**config.mk**
```make
export PLATFORM = sky130hd
export DESIGN_NAME = agdc_multi_mode
export DESIGN_NICKNAME = d
export VERILOG_FILES = /design/src/rtl/agdc_multi_mode.sv
export SDC_FILE = /design/constraint.sdc
export NUM_CORES = 1
export LEC_CHECK = 0
export BUFFER_PORTS_ARGS = -buffer_cell sky130_fd_sc_hd__buf_2
export CORE_UTILIZATION = 60
export CTS_BUF_LIST = sky130_fd_sc_hd__clkbuf_2
export CTS_CLUSTER_DIAMETER = 40
export DETAILED_ROUTE_END_ITERATION = 7
export PLACE_DENSITY = 0.78
export SETUP_SLACK_MARGIN = 0.05
export SKIP_CTS_REPAIR_TIMING = 1
export SLEW_MARGIN = 20
export SYNTH_ARGS = -nofsm -noshare
export SYNTH_HDL_FRONTEND = slang
export SYNTH_SLANG_ARGS = --single-unit
```
**constraint.sdc**
```tcl
create_clock -name CLK -period 2.55 [get_ports CLK]
set_input_delay 0.51 -clock CLK [delete_from_list [all_inputs] [get_ports CLK]]
set_output_delay 0.51 -clock CLK [all_outputs]
set_load 0.01 [all_outputs]
```
**src/rtl/agdc_multi_mode.sv**
```systemverilog
// Garage door controller: Moore FSM with limit, obstruction and travel-timeout handling.
// Optional auto-close from the fully-open position is built when AGDC_AUTO_CLOSE_EN is defined.
module agdc_multi_mode #(
    parameter int CNT_W          = 16,
    parameter int TRAVEL_CYC     = 1000,
    parameter int AUTO_CLOSE_CYC = 5000
) (
    input  logic       CLK,
    input  logic       RST,
    input  logic       Activate,
    input  logic       UP_Max,
    input  logic       DN_Max,
    input  logic       OBS,
    output logic       UP_M,
    output logic       DN_M,
    output logic       FAULT,
    output logic [2:0] STATE
);

    typedef enum logic [2:0] {
        S_IDLE  = 3'd0,
        S_MV_UP = 3'd1,
        S_MV_DN = 3'd2,
        S_STOP  = 3'd3,
        S_FAULT = 3'd4
    } state_t;

    localparam longint CNT_MAX_VAL = (longint'(1) << CNT_W) - 1;
    localparam logic [CNT_W-1:0] TRAVEL_LAST = CNT_W'(TRAVEL_CYC - 1);

    // Both counters saturate, so the terminal counts must be representable.
    if (TRAVEL_CYC < 1 || TRAVEL_CYC > CNT_MAX_VAL ||
        AUTO_CLOSE_CYC < 1 || AUTO_CLOSE_CYC > CNT_MAX_VAL) begin : g_bad_cfg
        $error("agdc_multi_mode: cycle parameters must be in 1..2^CNT_W-1");
    end

    state_t           state;
    state_t           state_next;
    logic             act_q;
    logic             act;
    logic             last_dir_up;
    logic [CNT_W-1:0] travel_cnt;
    logic             travel_done;
    logic             limit_conflict;
    logic             entering_motion;
    logic             motor_on;
    logic             auto_done;

    assign act            = Activate & ~act_q;
    assign limit_conflict = UP_Max & DN_Max;
    assign travel_done    = (travel_cnt >= TRAVEL_LAST);
    assign motor_on       = (state == S_MV_UP) || (state == S_MV_DN);
    assign entering_motion = ((state_next == S_MV_UP) && (state != S_MV_UP)) ||
                             ((state_next == S_MV_DN) && (state != S_MV_DN));

`ifdef AGDC_AUTO_CLOSE_EN
    localparam logic [CNT_W-1:0] AUTO_LAST = CNT_W'(AUTO_CLOSE_CYC - 1);

    logic [CNT_W-1:0] auto_cnt;
    logic             auto_arm;

    assign auto_arm  = (state == S_IDLE) & UP_Max & ~DN_Max & ~OBS;
    assign auto_done = auto_arm & (auto_cnt >= AUTO_LAST);

    // Counts only while parked fully open with a clear beam; anything else restarts it.
    always_ff @(posedge CLK or negedge RST) begin
        if (!RST) begin
            auto_cnt <= '0;
        end else if (auto_arm && (state_next == S_IDLE)) begin
            auto_cnt <= (auto_cnt == '1) ? auto_cnt : auto_cnt + 1'b1;
        end else begin
            auto_cnt <= '0;
        end
    end
`else
    assign auto_done = 1'b0;
`endif

    always_comb begin
        state_next = state;
        case (state)
            S_IDLE: begin
                if (auto_done) begin
                    state_next = S_MV_DN;
                end else if (act) begin
                    // Mid-travel (no limit asserted) opens, as does the closed position.
                    state_next = (DN_Max || !UP_Max) ? S_MV_UP : S_MV_DN;
                end
            end
            S_MV_UP: begin
                if (UP_Max) begin
                    state_next = S_IDLE;
                end else if (travel_done) begin
                    state_next = S_FAULT;
                end else if (act) begin
                    state_next = S_STOP;
                end
            end
            S_MV_DN: begin
                if (OBS) begin
                    state_next = S_MV_UP;
                end else if (DN_Max) begin
                    state_next = S_IDLE;
                end else if (travel_done) begin
                    state_next = S_FAULT;
                end else if (act) begin
                    state_next = S_STOP;
                end
            end
            S_STOP: begin
                if (act) begin
                    if (!last_dir_up) begin
                        state_next = S_MV_UP;
                    end else if (!OBS) begin
                        state_next = S_MV_DN;
                    end
                end
            end
            S_FAULT: state_next = S_FAULT;
            default: state_next = S_IDLE;
        endcase
        // A sensor conflict outranks everything, but illegal codes still recover to IDLE.
        if (limit_conflict && (state <= S_FAULT)) begin
            state_next = S_FAULT;
        end
    end

    always_ff @(posedge CLK or negedge RST) begin
        if (!RST) begin
            state       <= S_IDLE;
            act_q       <= 1'b0;
            last_dir_up <= 1'b1;
            travel_cnt  <= '0;
        end else begin
            state <= state_next;
            act_q <= Activate;
            if (entering_motion) begin
                last_dir_up <= (state_next == S_MV_UP);
            end
            if (entering_motion) begin
                travel_cnt <= '0;
            end else if (motor_on) begin
                travel_cnt <= (travel_cnt == '1) ? travel_cnt : travel_cnt + 1'b1;
            end else begin
                travel_cnt <= '0;
            end
        end
    end

    assign UP_M  = (state == S_MV_UP);
    assign DN_M  = (state == S_MV_DN);
    assign FAULT = (state == S_FAULT);
    assign STATE = state;

endmodule

```
==> reports/qor.yml <==
n_antenna_cell: 0
setup_violations: 0
grt_max_degree: 22
cp.arrival_ps: 2450
finalSetupTns_ps: 0
fin_ws_ps: 334
final_layout_size_suffix_gt1_share_pct: 21.5
yosys-top-cells-count: "dfrtp_1, nor3_2, xnor2_1"
powerDensity_nw_per_um2: 555
cts_tree: "yes"
first_pass_iters: 4
yosysWarnings: 0
routed_wl_um: 2700
die_x_um: 50.1
post-route-min-period_ps: 2220
vias_per_cell: 6.28
drc: 0
avgSynthCellArea_um2: 9.91
top_layer: "met4"
place_congestion: 0.897
total_power_mw: 0.800
drt-met1-wl_um: 1240
dieArea_um2: 2510
dpl.hpwl_um: 1980
hold_slack_ps: 106
rows: 17
synth-seq-area-share_pct: 38.0
met3WireLength_um: 115
status: "complete, no violations"
cp-start-kind: "flip-flop"
cts_buffers: 3
antenna_found_initial: 0
vdd_drop_max_mv: 0.521
synth.distinct_cells: 47
cp_max_fo: 17
rsz0062_at_grt: "no"
route.met2.wl_um: 1290
initial_core_util_pct: 63.3
synth-edff-count: 0
cts.path.max_buffers: 2
fillCellCount: 188
synth_nets: 147
worstSkewPairLatency_ps: 330
end_kind: "flip-flop"
overflow: 0
worst_r2r_path_depth: 5
async_flop_share_pct: 100
h-tree-depth: 1
total_leakage_power_nw: 0.626
cap_viol_max_count: 0
yosys-top-cells-area: "dfrtp_1, nor3_2, xnor2_1"
regArea_um2: 527
coreArea_um2: 2190
placed_cells: 173
ys_ff_latch: 21
pin_count: 12
yosysMostFrequentCell: "dfrtp_1"
yosys.area.top_type_share_pct: 36.1
fin_skew_ps: 7.34
layout.cells.non_filler: 177
slew_headroom_pct: 65.4
clk_pin_slew_ps: 190
final_area_um2: 1440
numPortBuffers: 11
dr_total_vias: 1111
fin_util_pct: 65.8
hold_viol_final: 0
first_iter_violations: 21
tightest_slew_ps: 517
multiInputGateArea_um2: 795
synthFlopType: "dfrtp_1"
grt_pass1_vias: 1136
synth_cells: 140
placed_cell_area_um2: 1420
slew_viol_final: 0
track_usage_pct: 25.8
die_h_um: 50.1
netlist_area_um2: 1390
cp.required_ps: 2790
cts-root-buf: "clkbuf_2"
wl_per_cell_um: 15.3
clock.fmax_mhz: 451
antenna_left: 0
crit_type: "flip-flop to flip-flop"
period_share_pct: 86.9
clock-sinks: 21
grt_pass1_wl_um: 4840
layout.nets: 157
regToRegSetupSlack_ps: 330
syn2layout_area_growth_pct: 3.97
min_path_type: "input pin to asynchronous set/reset pin"
preCtsSetupSlack_ps: 291
synth_top_area_cell: "dfrtp_1"
[cells in the final DEF (no fill, tap or decap), types with 2 or more instances in the layout]
master    netlist  routed
nor4_1          2       2
nor2_1          9       9
buf_2           1      11
and3_1          5       5
and2_1          3       3
nand4_1         3       3
o22a_1          2       2
nand2_1         7       7
and4_1          3       3
nand3_1         7       7
a21oi_1         5       5
xnor2_1        10      10
nor3_2         10      10
dfrtp_1        20      20
a211o_1         2       2
nor3b_1         5       5
a21boi_0        2       2
o21ai_0         3       3
mux2i_1         3       3
clkbuf_2        0       4
a211oi_1        4       4
nor3_1          6       6
[final timing paths]
kind,startpoint,end
min in group CLK,Activate,act_q$_DFF_PN0_
max in group asynchronous,RST,last_dir_up$_DFFE_PN1N_
min,RST,travel_cnt[10]$_DFFE_PN0P_
min reg2reg,travel_cnt[9]$_DFFE_PN0P_,travel_cnt[9]$_DFFE_PN0P_
max,STATE[1]$_DFF_PN0_,travel_cnt[15]$_DFFE_PN0P_
max reg2reg,STATE[1]$_DFF_PN0_,travel_cnt[15]$_DFFE_PN0P_
[per-layer routing]
layer | vias up | track usage [%]
met4 | 0 | 11.9
met1 | 530 | 32.7
met3 | 8 | 7.72
met5 | - | 0
met2 | 30 | 40.0
li1 | 543 | -
[cells by family after synthesis]
family                     Yosys count  synth area share (%)
and+or+nand+nor                     72                  34.5
AOI/OAI and AO/OA                   24                  12.7
DFF                                 21                  38.0
xor gates and xnor gates            11                  6.94
buffers and inverters                8                  4.78
muxes                                3                  2.16
adders and majority gates            1                 0.902
[flip-flops by register name (all words and copies together) (netlist names)]
| register | flops |
|---|---|
| STATE | 3 |
| act_q | 1 |
| last_dir_up | 1 |
| travel_cnt | 16 |
[where the power goes]
part	internal [mW]	switching (mW)
logic	0.0983	0.143
clock network	0.0415	0.101
registers	0.364	0.0528
total	0.504	0.297
[cell type report]
class                      count  area share, %
timing repair buffer          12           4.34
sequential                    21           36.5
tap                           28           2.43
clock buffer                   4           1.39
multi-input combinational    111           55.1
inverter                       1          0.260
[critical path, stage by stage (launching register included)]
cell     delay, ps
dfrtp_1        580
and2_1         230
or3_1          320
and4_1         210
o221a_2        450
nor4_1         330
Power figures use the tool's default switching activity.
